**config.mk**
```make
export PLATFORM = sky130hd
export DESIGN_NAME = bomb_stage_panel
export DESIGN_NICKNAME = d
export VERILOG_FILES = /design/src/rtl/bomb_pkg.sv /design/src/rtl/bomb_countdown.sv /design/src/rtl/bomb_stage_panel.sv
export SDC_FILE = /design/constraint.sdc
export NUM_CORES = 1
export LEC_CHECK = 0
export ABC_CLOCK_PERIOD_IN_PS = 3900
export BUFFER_PORTS_ARGS = -buffer_cell sky130_fd_sc_hd__buf_2
export CAP_MARGIN = 20
export CORE_MARGIN = 2
export CORE_UTILIZATION = 55
export CTS_BUF_LIST = sky130_fd_sc_hd__clkbuf_4 sky130_fd_sc_hd__clkbuf_8
export DETAILED_ROUTE_END_ITERATION = 8
export GPL_ROUTABILITY_DRIVEN = 0
export GPL_TIMING_DRIVEN = 0
export HOLD_SLACK_MARGIN = 0.1
export PLACE_DENSITY_LB_ADDON = 0.08
export SYNTH_ARGS = -nofsm -noshare
export SYNTH_HDL_FRONTEND = slang
export SYNTH_SLANG_ARGS = --single-unit
```
**constraint.sdc**
```tcl
create_clock -name clk -period 3.9 [get_ports clk]
set_input_delay 0.195 -clock clk [delete_from_list [all_inputs] [get_ports clk]]
set_output_delay 0.195 -clock clk [all_outputs]
set_load 0.03 [all_outputs]
```
**src/rtl/bomb_pkg.sv**
```systemverilog
// bomb_pkg: shared types, RGB332 colours and panel geometry for the bomb stage.
// Geometry values are inclusive pixel bounds on the 80x60 display.
package bomb_pkg;

    typedef enum logic [1:0] {
        ST_IDLE     = 2'd0,
        ST_ARMED    = 2'd1,
        ST_DEFUSED  = 2'd2,
        ST_EXPLODED = 2'd3
    } bomb_state_t;

    // RGB332 colours {R[2:0],G[2:0],B[1:0]}
    localparam logic [7:0] COL_BLACK   = 8'h00;
    localparam logic [7:0] COL_FIELD   = 8'h0C;
    localparam logic [7:0] COL_OK      = 8'h1C;
    localparam logic [7:0] COL_RED     = 8'hE0;
    localparam logic [7:0] COL_WHITE   = 8'hFF;
    localparam logic [7:0] COL_BAR     = 8'hF4;
    localparam logic [7:0] COL_PANEL   = 8'hB6;
    localparam logic [7:0] COL_BG      = 8'h49;
    localparam logic [7:0] COL_LED_OFF = 8'h24;

    localparam int unsigned SCR_W = 80;
    localparam int unsigned SCR_H = 60;

    // outer edge of the 4 px border; its inner edge is the panel interior
    localparam int unsigned BRD_X0 = 4,  BRD_X1 = 75, BRD_Y0 = 4,  BRD_Y1 = 55;
    localparam int unsigned PNL_X0 = 8,  PNL_X1 = 71, PNL_Y0 = 8,  PNL_Y1 = 51;
    localparam int unsigned FLD_X0 = 9,  FLD_X1 = 70, FLD_Y0 = 9,  FLD_Y1 = 18;

    localparam int unsigned CELL_X0 = 12, CELL_PITCH = 8, CELL_W = 6;
    localparam int unsigned CELL_Y0 = 11, CELL_Y1 = 16;

    localparam int unsigned BAR_X0 = 9, BAR_Y0 = 22, BAR_Y1 = 25;

    localparam int unsigned LED_X0 = 10, LED_PITCH = 6, LED_W = 4;
    localparam int unsigned LED_Y0 = 48, LED_Y1 = 50;

    // blink period is 32 frames per phase
    localparam int unsigned BLINK_BIT = 5;

    function automatic logic in_rect(input int unsigned px, input int unsigned py,
                                     input int unsigned x0, input int unsigned x1,
                                     input int unsigned y0, input int unsigned y1);
        return (px >= x0) && (px <= x1) && (py >= y0) && (py <= y1);
    endfunction

endpackage

```
**src/rtl/bomb_countdown.sv**
```systemverilog
// bomb_countdown: frame prescaler plus seconds-left counter for a bomb stage.
// Ports:
//   clk, rst_n      clock, synchronous active-low reset
//   load            reload sec_left=TIME_SEC and clear the prescaler
//   run             count frame_tick pulses while high
//   frame_tick      one pulse per display frame
//   sec_left        seconds remaining (0 after reset)
//   expired         high in the cycle whose edge takes sec_left from 1 to 0
module bomb_countdown #(
    parameter int unsigned TIME_SEC       = 60,
    parameter int unsigned FRAMES_PER_SEC = 60
) (
    input  logic       clk,
    input  logic       rst_n,
    input  logic       load,
    input  logic       run,
    input  logic       frame_tick,
    output logic [5:0] sec_left,
    output logic       expired
);

    localparam int unsigned FW = (FRAMES_PER_SEC > 1) ? $clog2(FRAMES_PER_SEC) : 1;
    localparam logic [FW-1:0] FLAST = FW'(FRAMES_PER_SEC - 1);

    logic [FW-1:0] frame_cnt;
    logic          counting;

    assign counting = run && frame_tick && (sec_left != '0);
    // combinational so the FSM reacts on the same edge that ends the countdown
    assign expired  = counting && (frame_cnt == FLAST) && (sec_left == 6'd1);

    always_ff @(posedge clk) begin
        if (!rst_n) begin
            sec_left  <= '0;
            frame_cnt <= '0;
        end else if (load) begin
            sec_left  <= 6'(TIME_SEC);
            frame_cnt <= '0;
        end else if (counting) begin
            if (frame_cnt == FLAST) begin
                frame_cnt <= '0;
                sec_left  <= sec_left - 6'd1;
            end else begin
                frame_cnt <= frame_cnt + 1'b1;
            end
        end
    end

endmodule

```
**src/rtl/bomb_stage_panel.sv**
```systemverilog
// bomb_stage_panel: defuse FSM, digit entry, countdown and pixel renderer for
// one bomb stage on the 80x60 RGB332 display.
// Ports:
//   clk, rst_n          clock, synchronous active-low reset
//   x, y                scan coordinates
//   frame_tick          one pulse per frame (timer and blink)
//   arm                 start/restart pulse (ignored while armed)
//   key_valid/key_digit BCD key strobe; digits above 9 are ignored
//   answer              BCD answer, digit 0 in the MS nibble
//   color               registered RGB332 pixel, one cycle after x/y
//   state               0 idle, 1 armed, 2 defused, 3 exploded
//   defused, exploded   decoded from state
// Build option: BOMB_STRIKE_LED_EN enables the strike counter and strike LEDs;
// without it any wrong entry explodes immediately.
module bomb_stage_panel
    import bomb_pkg::*;
#(
    parameter int unsigned COORD_W        = 7,
    parameter int unsigned DIGITS         = 4,
    parameter int unsigned TIME_SEC       = 60,
    parameter int unsigned FRAMES_PER_SEC = 60,
    parameter int unsigned MAX_STRIKES    = 3
) (
    input  logic                  clk,
    input  logic                  rst_n,
    input  logic [COORD_W-1:0]    x,
    input  logic [COORD_W-1:0]    y,
    input  logic                  frame_tick,
    input  logic                  arm,
    input  logic                  key_valid,
    input  logic [3:0]            key_digit,
    input  logic [4*DIGITS-1:0]   answer,
    output logic [7:0]            color,
    output logic [1:0]            state,
    output logic                  defused,
    output logic                  exploded
);

    localparam logic [2:0] DIG_N = 3'(DIGITS);

    bomb_state_t          st;
    logic [4*DIGITS-1:0]  entry;
    logic [4*DIGITS-1:0]  entry_ins;
    logic [2:0]           count;
    logic [5:0]           blink;
    logic [5:0]           sec_left;
    logic                 expired;
    logic                 key_ok;
    logic                 complete;
    logic                 match;
    logic [7:0]           pix;
`ifdef BOMB_STRIKE_LED_EN
    localparam logic [2:0] MAX_N = 3'(MAX_STRIKES);
    logic [2:0]           strikes;
`endif

    assign state    = st;
    assign defused  = (st == ST_DEFUSED);
    assign exploded = (st == ST_EXPLODED);

    bomb_countdown #(
        .TIME_SEC       (TIME_SEC),
        .FRAMES_PER_SEC (FRAMES_PER_SEC)
    ) u_countdown (
        .clk        (clk),
        .rst_n      (rst_n),
        .load       (arm && (st != ST_ARMED)),
        .run        (st == ST_ARMED),
        .frame_tick (frame_tick),
        .sec_left   (sec_left),
        .expired    (expired)
    );

    // buffer as it would be after this key, so the last digit is compared on its own edge
    always_comb begin
        key_ok    = key_valid && (key_digit <= 4'd9);
        entry_ins = entry;
        if (count < DIG_N)
            entry_ins[4*(DIGITS-1-32'(count)) +: 4] = key_digit;
        complete  = key_ok && (count == DIG_N - 3'd1);
        match     = (entry_ins == answer);
    end

    always_comb begin
        int unsigned px, py, cx0;
        logic        cell_hit, cell_fill, cell_edge;
        logic        led_hit, led_on;
        px        = 32'(x);
        py        = 32'(y);
        cx0       = 0;
        cell_hit  = 1'b0;
        cell_fill = 1'b0;
        cell_edge = 1'b0;
        led_hit   = 1'b0;
        led_on    = 1'b0;
        for (int unsigned i = 0; i < DIGITS; i++) begin
            cx0 = CELL_X0 + CELL_PITCH * i;
            if (in_rect(px, py, cx0, cx0 + CELL_W - 1, CELL_Y0, CELL_Y1)) begin
                cell_hit  = 1'b1;
                cell_fill = (i < 32'(count));
                cell_edge = (px == cx0) || (px == cx0 + CELL_W - 1) ||
                            (py == CELL_Y0) || (py == CELL_Y1);
            end
        end
`ifdef BOMB_STRIKE_LED_EN
        for (int unsigned k = 0; k < MAX_STRIKES; k++) begin
            if (in_rect(px, py, LED_X0 + LED_PITCH * k, LED_X0 + LED_PITCH * k + LED_W - 1,
                        LED_Y0, LED_Y1)) begin
                led_hit = 1'b1;
                led_on  = (k < 32'(strikes));
            end
        end
`endif
        pix = COL_BG;
        if (px >= SCR_W || py >= SCR_H)
            pix = COL_BG;
        else if (in_rect(px, py, BRD_X0, BRD_X1, BRD_Y0, BRD_Y1) &&
                 !in_rect(px, py, PNL_X0, PNL_X1, PNL_Y0, PNL_Y1))
            pix = COL_BLACK;
        else if (in_rect(px, py, FLD_X0, FLD_X1, FLD_Y0, FLD_Y1)) begin
            case (st)
                ST_DEFUSED:  pix = COL_OK;
                ST_EXPLODED: pix = blink[BLINK_BIT] ? COL_BLACK : COL_RED;
                default:     pix = COL_FIELD;
            endcase
        end
        // cells lie inside the field, so with this geometry the field colour wins
        else if (cell_hit && (cell_fill || cell_edge))
            pix = cell_fill ? COL_WHITE : COL_BLACK;
        else if (py >= BAR_Y0 && py <= BAR_Y1 && px >= BAR_X0 &&
                 px <= BAR_X0 - 1 + 32'(sec_left))
            pix = COL_BAR;
        else if (led_hit)
            pix = led_on ? COL_RED : COL_LED_OFF;
        else if (in_rect(px, py, PNL_X0, PNL_X1, PNL_Y0, PNL_Y1))
            pix = COL_PANEL;
    end

    always_ff @(posedge clk) begin
        if (!rst_n) begin
            st    <= ST_IDLE;
            entry <= '0;
            count <= '0;
            blink <= '0;
            color <= '0;
`ifdef BOMB_STRIKE_LED_EN
            strikes <= '0;
`endif
        end else begin
            color <= pix;
            if (frame_tick)
                blink <= blink + 6'd1;
            case (st)
                ST_ARMED: begin
                    if (complete && match) begin
                        st    <= ST_DEFUSED;
                        entry <= entry_ins;
                        count <= count + 3'd1;
                    end else if (complete) begin
                        entry <= '0;
                        count <= '0;
`ifdef BOMB_STRIKE_LED_EN
                        strikes <= strikes + 3'd1;
                        if ((strikes + 3'd1 == MAX_N) || expired)
                            st <= ST_EXPLODED;
`else
                        st <= ST_EXPLODED;
`endif
                    end else begin
                        if (key_ok) begin
                            entry <= entry_ins;
                            count <= count + 3'd1;
                        end
                        if (expired)
                            st <= ST_EXPLODED;
                    end
                end
                default: begin
                    if (arm) begin
                        st    <= ST_ARMED;
                        entry <= '0;
                        count <= '0;
`ifdef BOMB_STRIKE_LED_EN
                        strikes <= '0;
`endif
                    end
                end
            endcase
        end
    end

endmodule

```
* Word-level counts from Yosys, hierarchy flattened *
Index checks and enable logic that the tools add are counted.

operators by class
  add/subtract/negate cells = 7
  reduce and logical (&&, ||, !) cells = 59
  mux-type cells = 42
  order comparisons = 33
  shift-type cells = 2
  bitwise gates (word level) = 1
  eq/ne operators = 20

operator list
  operator                                                           number
  2-to-1 mux 16 bit                                                  6
  2-to-1 mux 8 bit                                                   6
  greater-or-equal comparator 7 x 4 -> 1 bit, second input constant  6
  == test 7 x 5 -> 1 bit, second input constant                      5
  less-or-equal comparator 7 x 5 -> 1 bit, second input constant     5
  logical AND 1 bit                                                  34
  negation 32 -> 34 bit                                              1
  variable shift 4 x 34 -> 16 bit, first input constant              1
  indexed part select 4 x 34 -> 16 bit                               1
  less-or-equal comparator 7 x 6 -> 1 bit, second input constant     4
  2-to-1 mux 6 bit                                                   4
  == test 7 x 6 -> 1 bit, second input constant                      3
  greater-or-equal comparator 7 x 5 -> 1 bit, second input constant  3
  less-or-equal comparator 7 bit, second input constant              3
  bitwise mux 16 bit                                                 1
  == test 16 bit                                                     1
  case mux 8 bit (2 select lines)                                    1
  2-to-1 mux 3 bit                                                   5
  == test 7 x 4 -> 1 bit, second input constant                      2
  greater-or-equal comparator 7 x 3 -> 1 bit, second input constant  2
  greater-or-equal comparator 7 x 6 -> 1 bit, second input constant  2
  logical OR 1 bit                                                   14
  2-to-1 mux 7 bit                                                   2
  adder 6 x 1 -> 6 bit, second input constant                        2
  26 further kinds                                                   50

word-level totals
  output and inout port bits = 12
  register bits after elaboration = 47
  word-level logic and storage cells = 173
  input port bits = 39

* Longest topological paths before layout *
Gate-level depths: netlist (run 1).

  depth in word-level cells = 14
  gate-level depth with buffers = 13
  depth with buffers taken out = 12

* Hierarchy *
Synthesis (run 1) repeated with hierarchy kept, for this count alone.

unflattened totals
  cells, all modules = 366
  area, all modules = 3037.9 um^2

by module, submodules not included
  module            area each (um^2)  cells an instance  times used
  bomb_stage_panel  2384.8            297                1
  bomb_countdown    653.1             69                 1

* Worst setup path after synthesis (run 1) *
No wires, ideal clock.

  path kind = register to register
  start = register count[0]
  end = register entry[15]
  path slack = 479 ps
  stages on the path, launching flop included = 14
  path buffers = 3
  period minus slack after synthesis = 3421 ps
  required time = 3825 ps
  data arrival time = 3346 ps
  setup time = 75 ps
  path through = dfxtp_1 clkbuf_1 nand3_1 ha_1 clkbuf_1 nor4b_1 nand3_2 a21boi_0 a211o_1 or4_4 o31ai_4 buf_6 a21oi_2 o22ai_1

on the way
  cells in the longest elaborated chain, start to end = 9

ends and longest elaborated chain
  what                                                                                     line                                              RTL
  start, declared                                                                          bomb_stage_panel.sv:44                            logic [2:0] count;
  start signal, assigned                                                                   bomb_stage_panel.sv:158                           count <= count + 3'd1;
  start signal, assigned                                                                   bomb_stage_panel.sv:172                           count <= count + 3'd1;
  subtractor 2 x 3 -> 4 bit                                                                bomb_stage_panel.sv:79                            entry_ins[4*(DIGITS-1-32'(count)) +: 4] = key_digit;
  negation 32 -> 34 bit                                                                    bomb_stage_panel.sv:79
  indexed part select 4 x 34 -> 16 bit or variable shift 4 x 34 -> 16 bit (tied branches)  bomb_stage_panel.sv:79
  bitwise mux 16 bit                                                                       bomb_stage_panel.sv:79
  2-to-1 mux 16 bit                                                                        bomb_stage_panel.sv:78                            if (count < DIG_N)
  == test 16 bit or 2-to-1 mux 16 bit (tied branches)                                      bomb_stage_panel.sv:81, bomb_stage_panel.sv:170
  logical AND 1 bit or 2-to-1 mux 16 bit (tied branches)                                   bomb_stage_panel.sv:155, bomb_stage_panel.sv:159
  != test 4 bit (no line) or 2-to-1 mux 16 bit (tied branches)                             n/a
  AND reduction 2 bit (no line) or 2-to-1 mux 16 bit (tied branches)                       n/a
  end signal, assigned                                                                     bomb_stage_panel.sv:157                           entry <= entry_ins;
  end signal, assigned                                                                     bomb_stage_panel.sv:171                           entry <= entry_ins;
  end, declared                                                                            bomb_stage_panel.sv:42                            logic [4*DIGITS-1:0] entry;

Parallel ways exist; a longest one is shown, timed or not. The select of a mux whose other input is x is not followed.
A chain may end at the register's enable or synchronous reset.

* Worst setup path after layout (run 1) *
  start = register count[0]
  end = register entry[11]

The elaborated chain is that of the path after synthesis.

==> metrics, run 1 <==
status complete, no violations; I/O pin total 51; Mapped Nets approximately 400; skew final 3.27 ps; clock-pin slew on the worst setup and hold paths 90 ps; worst-path cell chain buf_2 > nand3_1 > ha_1 > clkbuf_1 > nor4b_2 > nand3_2 > a21boi_0 > a211o_1 > or4_4 > o31ai_4 > buf_6 > nand2b_1 > o22ai_1; CP top delay family simple AND/OR/NAND/NOR gates; Setup crit end kind flop; hold_sp key_digit[0]; Max Fclk 274 MHz; Die Footprint 6110 sq um; synthesized instance count 352; Startpoint Class flop; non-filler instance count after layout 484; Worst Tran Pin Value 730 ps; largest net degree at the start of global routing 16; Initial Util 0.560; sum of negative setup slack 0 ps; Final setup viols 0; # placed instances 473; Syn Area/Cell 8.60 sq um; Total Wirelength 6520 um; number of synthesized flops with an enable pin 0; DRT iter0 DRCs 109; GRT Overall Usage 0.224; max_cap viols 0; Detailed Place HPWL 5160 um; DR DRC count 0; most used flip-flop cell after synthesis dfxtp_1; placement row count 27; die height 78.2 um; number of global-route vias before repair approximately 2600; Min-Delay Path Class input pin to flop; Max VDD drop roughly 150 uV; Clk Tree Root Cell clkbuf_8; Nets 471; via/cell ratio 5.50; final antenna-violating net count 0; min Tclk post-route ~3700 ps; Unique masters post-synth 61; core area 5410 sq um; First-pass DRT Iterations 4; Max H-tree Level 2; most common cell after layout, fill and taps aside buf_2; reg2reg path depth 13; final hold slack 180 ps; # hold bufs at CTS 0; Leak between 1 and 1.5 nW; PortBufs 49; # diodes 0; final period utilization 0.937; worst path bufs/invs 3; Slew headroom 0.507; sequential element share of the synthesized area 0.304; worst path required time 4130 ps; initial antenna violation count 0; TritonCTS Buffers 5; first-pass GRT wire length 11200 um; global route total overflow 0; Cell Area, Synth 3030 sq um; Slew Viols, Final 0; area delta synth->final 15.9%; commonest non-fill, non-tap cells in the layout buf_2, dfxtp_1, inv_1; WL/cell 13.5 um; worst-case clock buffer depth 2; Critical R2R Launch count[0]; Crit path largest cell delay a little over 500 ps; Clk Latency, worst-skew pair 300 ps; layout cells sized above 1 0.201; Die X-Extent between 70 and 80 um; endpoints failing hold 0; clock tree sinks 46; Via Count between 2000 and 3000; Worst EP arrival approximately 3900 ps; WS Path Type flop to flop; slowest CP cell or4_4; CTS tree done; asr flop ratio synth 0; Yosys warnings 0; Critical R2R Capture entry[11]; worst hold path endpoint entry[0]; WHS Path Cells 3; CP max FO 10; reg2reg setup slack 250 ps; PwrDens about 290 nW/um^2; #FFs+latches synth 46
[final cells by class]
type / instances / area (sq um)
Multi-Input combinational cell: 263 / 1940
Fill cell: 479 / 1900
Sequential cell: 46 / 922
Timing Repair Buffer: 52 / 268
Inverter: 35 / 131
Tap cell: 72 / 90.1
Clock buffer: 5 / 68.8
Clock inverter: 3 / 45.0
Buffer: 8 / 42.5
[worst max path at each step]
stage	from	end	slack, ps	cells past startpoint
floorplan	count[0]	entry[15]	480	13
global placement	count[0]	entry[11]	-10	13
detailed placement	count[0]	entry[6]	-70	13
CTS	count[0]	entry[6]	30	13
global route	count[0]	entry[11]	-8	13
finish	count[0]	entry[11]	250	13
[worst reg2reg max path, stage by stage (launching register included)]
cell and delay [ps]:
dfxtp_2 430, buf_2 250, nand3_1 160, ha_1 290
clkbuf_1 210, nor4b_2 310, nand3_2 240, a21boi_0 200
a211o_1 280, or4_4 510, o31ai_4 220, buf_6 200
nand2b_1 130, o22ai_1 150
[metal layers]
layer | global-route usage | wire length [um]
met5 | 0 | 0
met4 | 0.0807 | 104
met3 | 0.0483 | 344
met2 | 0.384 | 3070
met1 | 0.276 | 3000
[state kept, by name, summed over array words and instances, names as in the netlist]
name and count:
entry 16, u_countdown.sec_left 6, blink 6, color 7, count 3, u_countdown.frame_cnt 6, state 2
[metrics by stage]
step	cell area (sq um)	utilization	total power, W	worst slack (ps)
final	3510	0.649	0.00103	247
after floorplan	3030	-	0.000617	479
after global routing	3510	0.649	0.00108	-8.37
after global placement	3360	0.622	0.000676	-11.0
after detailed placement	3360	0.622	0.000679	-67.7
after CTS	3480	0.643	0.00104	34.3
[cells in the mapped netlist (3+ instances only)]
library cell	instances	area, sq um
a211o_1	5	43.8
a211oi_1	4	30.0
a21boi_0	4	30.0
a21oi_1	16	80.1
a21oi_2	3	26.3
a31oi_1	3	18.8
and2_1	8	50.1
clkbuf_1	6	22.5
dfxtp_1	46	921
ha_1	21	263
inv_1	35	131
mux2i_1	13	130
nand2_1	23	86.3
nand2b_1	14	87.6
nand3_1	8	40.0
nand4_1	6	37.5
nor2_1	19	71.3
nor2b_1	5	31.3
nor3_1	12	60.1
nor3b_1	4	30.0
nor4_1	3	18.8
o21ai_0	6	30.0
o22ai_1	14	87.6
o2bb2ai_1	4	35.0
or2_2	3	18.8
xnor2_1	16	140
xor2_1	9	78.8
[report_power, final]
part           total, W  leakage (nW)  switching, W  internal (W)
Clock          0.000363        0.0504      0.000173      0.000191
Sequential     0.000493         0.374     0.0000108      0.000482
Combinational  0.000176          1.02      0.000100     0.0000755
Total           0.00103          1.44      0.000284      0.000749
[logic make-up after synthesis]
logic type / Yosys count / share of synthesized area
AO/OA/AOI/OAI: 79 / 0.188
XOR/XNOR: 25 / 0.0723
adder cells (fa/ha/maj): 21 / 0.0868
buffers and inverters: 43 / 0.0570
flip-flops: 46 / 0.304
multiplexers: 15 / 0.0517
AND/OR/NAND/NOR: 123 / 0.240
[timing repair]
item / CTS / global route
gates cloned: 0 / 0
setup endpoints to repair: 16 / 19
pin swaps: 0 / 1
resized for setup: 1 / 3
setup buffers: 0 / 3
No activity file was read; power rests on OpenSTA's default activity.
==> run 2, diff against run 1 <==
--- a/config.mk
+++ b/config.mk
@@ -5,6 +5,7 @@
 export SDC_FILE = /design/constraint.sdc
 export NUM_CORES = 1
 export LEC_CHECK = 0
+export ABC_AREA = 1
 export ABC_CLOCK_PERIOD_IN_PS = 3900
 export BUFFER_PORTS_ARGS = -buffer_cell sky130_fd_sc_hd__buf_2
 export CAP_MARGIN = 20
==> run 2 against run 1 <==
First-iteration DRC count is 14% higher. Critical path depth is 5 higher. Critical endpoint is now entry[10]. Design area is 15% higher. Sequential share of layout area is 3.4 points lower. Wire length is 35% higher. Clock power is 13% lower. Highest routed layer unchanged. Global-route usage is 3.0 points higher.
==> metrics, run 2 <==
Worst Tran Pin Value 704 ps; commonest non-fill, non-tap cells in the layout nand2_1, inv_1, nand3_1, nor2_1, buf_2; Initial Util 0.567; Critical R2R Launch count[0]; Crit. Startpoint count[0]; Mapped Nets roughly 630; # diodes 0; number of global-route vias before repair between 3000 and 4000; skew final 8.21 ps; PortBufs 49; area delta synth->final 12.2%; via/cell ratio around 5.3; max_cap viols 0; Min-Delay Path Class input pin to flop; DRT iter0 DRCs 124; top flop regs entry (16), color (7); CP top delay family simple AND/OR/NAND/NOR gates; WS Path Type flop to flop; Startpoint Class flop; final antenna-violating net count 0; reg2reg setup slack 680 ps; Total Wirelength 8810 um; Design Power 0.00102 W; most frequent cell after synthesis nand2_1; RSZ-0062 raised after global routing no; Critical R2R Capture entry[10]; Max H-tree Level 2; WL/cell 12.5 um; DR DRC count 0; final period utilization 0.827; Crit path largest cell delay approximately 500 ps; final hold slack 186 ps; Top reg by flops entry; Leak 1.92 nW; worst path bufs/invs 4; top cells by count, synth nand2_1, inv_1, nand3_1, nor2_1, dfxtp_1; Unique masters post-synth between 40 and 50; Via Count 3756; asr flop ratio synth 0; core area 6310 sq um; CTS tree done; worst hold path endpoint state[0]; most common cell after layout, fill and taps aside nand2_1; Die X-Extent 84.7 um; clock-pin slew on the worst setup and hold paths around 90 ps; worst-case clock buffer depth 2; Crit path depth 18; worst-path cell chain buf_2 > nand3_1 > ha_1 > buf_6 > inv_4 > a21oi_1 > nor2_2 > buf_6 > nand2_1 > nand2_1 > nand2_1 > nand2_1 > nand2_1 > nor2_1 > nand3_1 > nand2_1 > nand3_1 > a21oi_1; sum of negative setup slack 0 ps; Syn Area/Cell 6.25 sq um; most used flip-flop cell after synthesis dfxtp_1; endpoints failing hold 0; worst setup slack after layout 676 ps; PwrDens about 250 nW/um^2; Clk Tree Root Cell clkbuf_8; hold_sp arm; placement row count 29; WHS Path Cells 3; slowest CP cell dfxtp_1; Detailed Place HPWL approximately 7000 um; global route total overflow 0; top cells by area, synth dfxtp_1, nand2_1, inv_1; Die Footprint ~7000 sq um; first-pass GRT wire length ~15000 um; status complete, no violations; Setup crit end kind flop; cell repeated most along the worst path nand2_1; Max VDD drop roughly 160 uV; Nets 689; post-CTS setup buffers 0; Final setup viols 0; top-area cell type share of the netlist area 0.257; non-filler instance count after layout 707; Worst EP arrival approximately 3500 ps; Cell Area, Synth 3580 sq um; reg2reg path depth 18; cell taking the most area after synthesis dfxtp_1; layout cells sized above 1 0.170; die height between 80 and 90 um; clock tree sinks 46; Slew Viols, Final 0; I/O pin total 51; GRT Overall Usage 0.253; Slew headroom 0.531; # hold bufs at CTS 0; Place WS 744 ps; largest net degree at the start of global routing 14; synthesized instance count 573; TritonCTS Buffers 5; sequential element share of the synthesized area 0.257; number of synthesized flops with an enable pin 0; worst path required time 4130 ps; initial antenna violation count 0; Max Fclk 310 MHz; # placed instances between 600 and 700; #FFs+latches synth between 40 and 50; cts repair resizes 0; Clk Latency, worst-skew pair 300 ps; CP max FO 10; Yosys warnings 0; min Tclk post-route 3220 ps; max reg flops 16; First-pass DRT Iterations 5
run 2: worst max-delay path by stage:
stage                      endpoint  slack, ps
after global placement    entry[10]        810
after CTS                 entry[10]        720
final                     entry[10]        680
after global routing      entry[10]        410
after floorplan           entry[13]       1260
after detailed placement  entry[10]        740
run 2: metal layers:
metal  track usage  wire, um  vias up
met5             0         0        -
met4        0.0866       181        0
met3        0.0492       450       18
met2         0.444      4170       93
met1         0.310      4010     1693
li1              -         -     1952
run 2: metrics by stage:
step	instance area, sq um	util
3_3_place_gp	3920	0.621
3_5_place_dp	3920	0.621
6_report	4020	0.636
4_1_cts	4020	0.636
5_1_grt	4020	0.636
2_1_floorplan	3580	-
run 2: cell families after synthesis:
logic type / count (synthesis) / synth area share
flops: 46 / 0.257
xor+xnor: 6 / 0.0147
buf+inv: 97 / 0.113
fa+ha+maj: 21 / 0.0734
simple gates: 336 / 0.429
compound gates: 67 / 0.114
run 2: worst reg2reg max path: cells and delay by family (launching register included):
kind,cells,cell delay (ps)
DFF,1,490
buffers and inverters,4,680
adders and majority gates,1,310
and+or+nand+nor,11,1400
AOI/OAI and AO/OA,2,260
run 2: power breakdown:
group	internal (W)	total, W	switching [W]
clock network	0.000150	0.000315	0.000164
registers	0.000482	0.000493	0.0000107
logic	0.0000740	0.000213	0.000139
total	0.000706	0.00102	0.000314
run 2: final cells by class:
cell class,instances,area (sq um)
buffer,11,77.6
fill,588,2300
clock buffer,7,90.1
clock inverter,1,5.00
multi-input combinational,430,2260
tap,77,96.3
sequential,46,921
inverter,86,325
timing repair buffer,49,245
==> run 3, diff against run 2 <==
--- a/config.mk
+++ b/config.mk
@@ -6,11 +6,11 @@
 export NUM_CORES = 1
 export LEC_CHECK = 0
 export ABC_AREA = 1
-export ABC_CLOCK_PERIOD_IN_PS = 3900
+export ABC_CLOCK_PERIOD_IN_PS = 2900
 export BUFFER_PORTS_ARGS = -buffer_cell sky130_fd_sc_hd__buf_2
 export CAP_MARGIN = 20
 export CORE_MARGIN = 2
-export CORE_UTILIZATION = 55
+export CORE_UTILIZATION = 54
 export CTS_BUF_LIST = sky130_fd_sc_hd__clkbuf_4 sky130_fd_sc_hd__clkbuf_8
 export DETAILED_ROUTE_END_ITERATION = 8
 export GPL_ROUTABILITY_DRIVEN = 0
==> constraint.sdc (replaced) <==
create_clock -name clk -period 2.9 [get_ports clk]
set_input_delay 0.145 -clock clk [delete_from_list [all_inputs] [get_ports clk]]
set_output_delay 0.145 -clock clk [all_outputs]
set_load 0.03 [all_outputs]
==> run 3 against run 2 <==
Die area up 1.8%. Wire length up 3.7%. Setup slack worse by 480 ps. Global-route usage up 0.42 points. Sequential power up 34%. Non-clock buffer count up 4. Register-to-register slack worse by 480 ps.
==> metrics, run 3 (synthesized netlist as in run 2, its figures left out) <==
GRT Overall Usage 0.258; initial antenna violation count 0; Clk Latency, worst-skew pair 300 ps; Startpoint Class flop; Die X-Extent 85.4 um; CTS tree done; met1 wire length 4060 um; area delta synth->final 14.4%; worst hold path endpoint state[0]; commonest non-fill, non-tap cells in the layout nand2_1, inv_1, nand3_1, nor2_1, buf_2; DR DRC count 0; # hold bufs at CTS 0; CP max FO 10; endpoints failing hold 0; final period utilization 0.931; Setup crit end kind flop; Die Footprint between 7000 and 8000 sq um; Clk Tree Root Cell clkbuf_8; Slew headroom 0.516; Detailed Place HPWL 7120 um; status complete, no violations; DRT iter0 DRCs 144; reg2reg setup slack between 200 and 250 ps; Critical R2R Capture entry[6]; layout cells sized above 1 0.193; Design Power between 0.001 and 0.0015 W; Min-Delay Path Class input pin to flop; worst path required time roughly 3100 ps; clock-pin slew on the worst setup and hold paths about 90 ps; Max H-tree Level 2; Area after DPL 3920 sq um; Top reg by flops entry; TritonCTS Buffers 5; number of global-route vias before repair 3584; Worst EP arrival slightly below 3000 ps; first-pass GRT wire length about 15000 um; reg2reg path depth 20; Total Wirelength between 9000 and 10000 um; Initial Util 0.561; max reg flops 16; max_cap viols 0; final antenna-violating net count 0; post-route cell area 4100 sq um; min Tclk post-route 2700 ps; PortBufs 49; hold_sp arm; global route total overflow 0; via/cell ratio roughly 5.3; WS Path Type flop to flop; core area ~6400 sq um; met3 routed WL 459 um; Leak 1.94 nW; Top Layer Used met4; I/O pin total 51; Nets 693; Worst Tran Pin Value 726 ps; Max Fclk 371 MHz; Place WS -282 ps; most common cell after layout, fill and taps aside nand2_1; largest net degree at the start of global routing 14; Max VDD drop 202 uV; First-pass DRT Iterations 5; placement row count 29; # placed instances around 700; final hold slack 133 ps; non-filler instance count after layout 710; Critical R2R Launch count[0]; WHS Path Cells 3; # diodes 0; PwrDens around 330 nW/um^2; clock tree sinks 46; Via Count 3752; WL/cell 12.9 um; worst-case clock buffer depth 2; met2 WL 4320 um; top flop regs entry (16), color (7); worst setup slack after layout 201 ps; Final setup viols 0; die height 85.4 um; Slew Viols, Final 0; skew final 6.97 ps
==> run 3: through the flow <==
step / utilization / TNS [ps]
floorplan: - / 0
global placement: 0.614 / -2660
detailed placement: 0.614 / -3720
CTS: 0.629 / 0
global route: 0.641 / -53.5
finish: 0.641 / 0
==> run 3: routing by layer <==
layer,vias to the layer above,global-route usage
met5,-,0
met1,1656,0.311
met2,104,0.445
met4,0,0.120
li1,1965,-
met3,27,0.0418
==> run 3: worst max path at each step <==
stage / startpoint / end / cells after the start
floorplan: count[0] / entry[13] / 19
global placement: count[0] / entry[10] / 18
detailed placement: count[0] / count[2] / 18
CTS: count[0] / count[2] / 19
global route: count[0] / count[2] / 19
finish: count[0] / entry[6] / 20
==> run 3: final cells by class <==
class,count,area (sq um)
multi-input cells,430,2310
fillers,614,2290
flip-flops and latches,46,928
inverters,86,328
repair buffers,53,275
well taps,77,96.3
plain buffers,11,83.8
clock buffers,5,68.8
clock inverters,2,10.0
==> run 3: where the power goes <==
group / internal, W / switching (W) / leakage (nW)
clock: 0.000162 / 0.000222 / 0.0438
combinational: 0.000103 / 0.000192 / 1.52
sequential: 0.000647 / 0.0000134 / 0.376
==> run 3: repair_timing <==
action                     CTS  global route
buffers inserted             0             4
resized for setup            7            13
setup endpoints to repair   19            19
pin swaps                    2             7
==> run 3: worst max-delay path, stage by stage (launching register included) <==
cell	delay [ps]
dfxtp_4	370
buf_6	130
nand3_2	100
ha_1	300
buf_6	140
nand2_1	70
nand2_2	70
nand2_1	80
nor2_4	140
buf_6	150
nand3_1	100
nand2_1	110
nand2_1	50
nand2_1	90
nand2_1	80
nor2_2	90
nand3_2	100
nand2_4	110
buf_12	160
nand2_2	60
a21oi_2	110
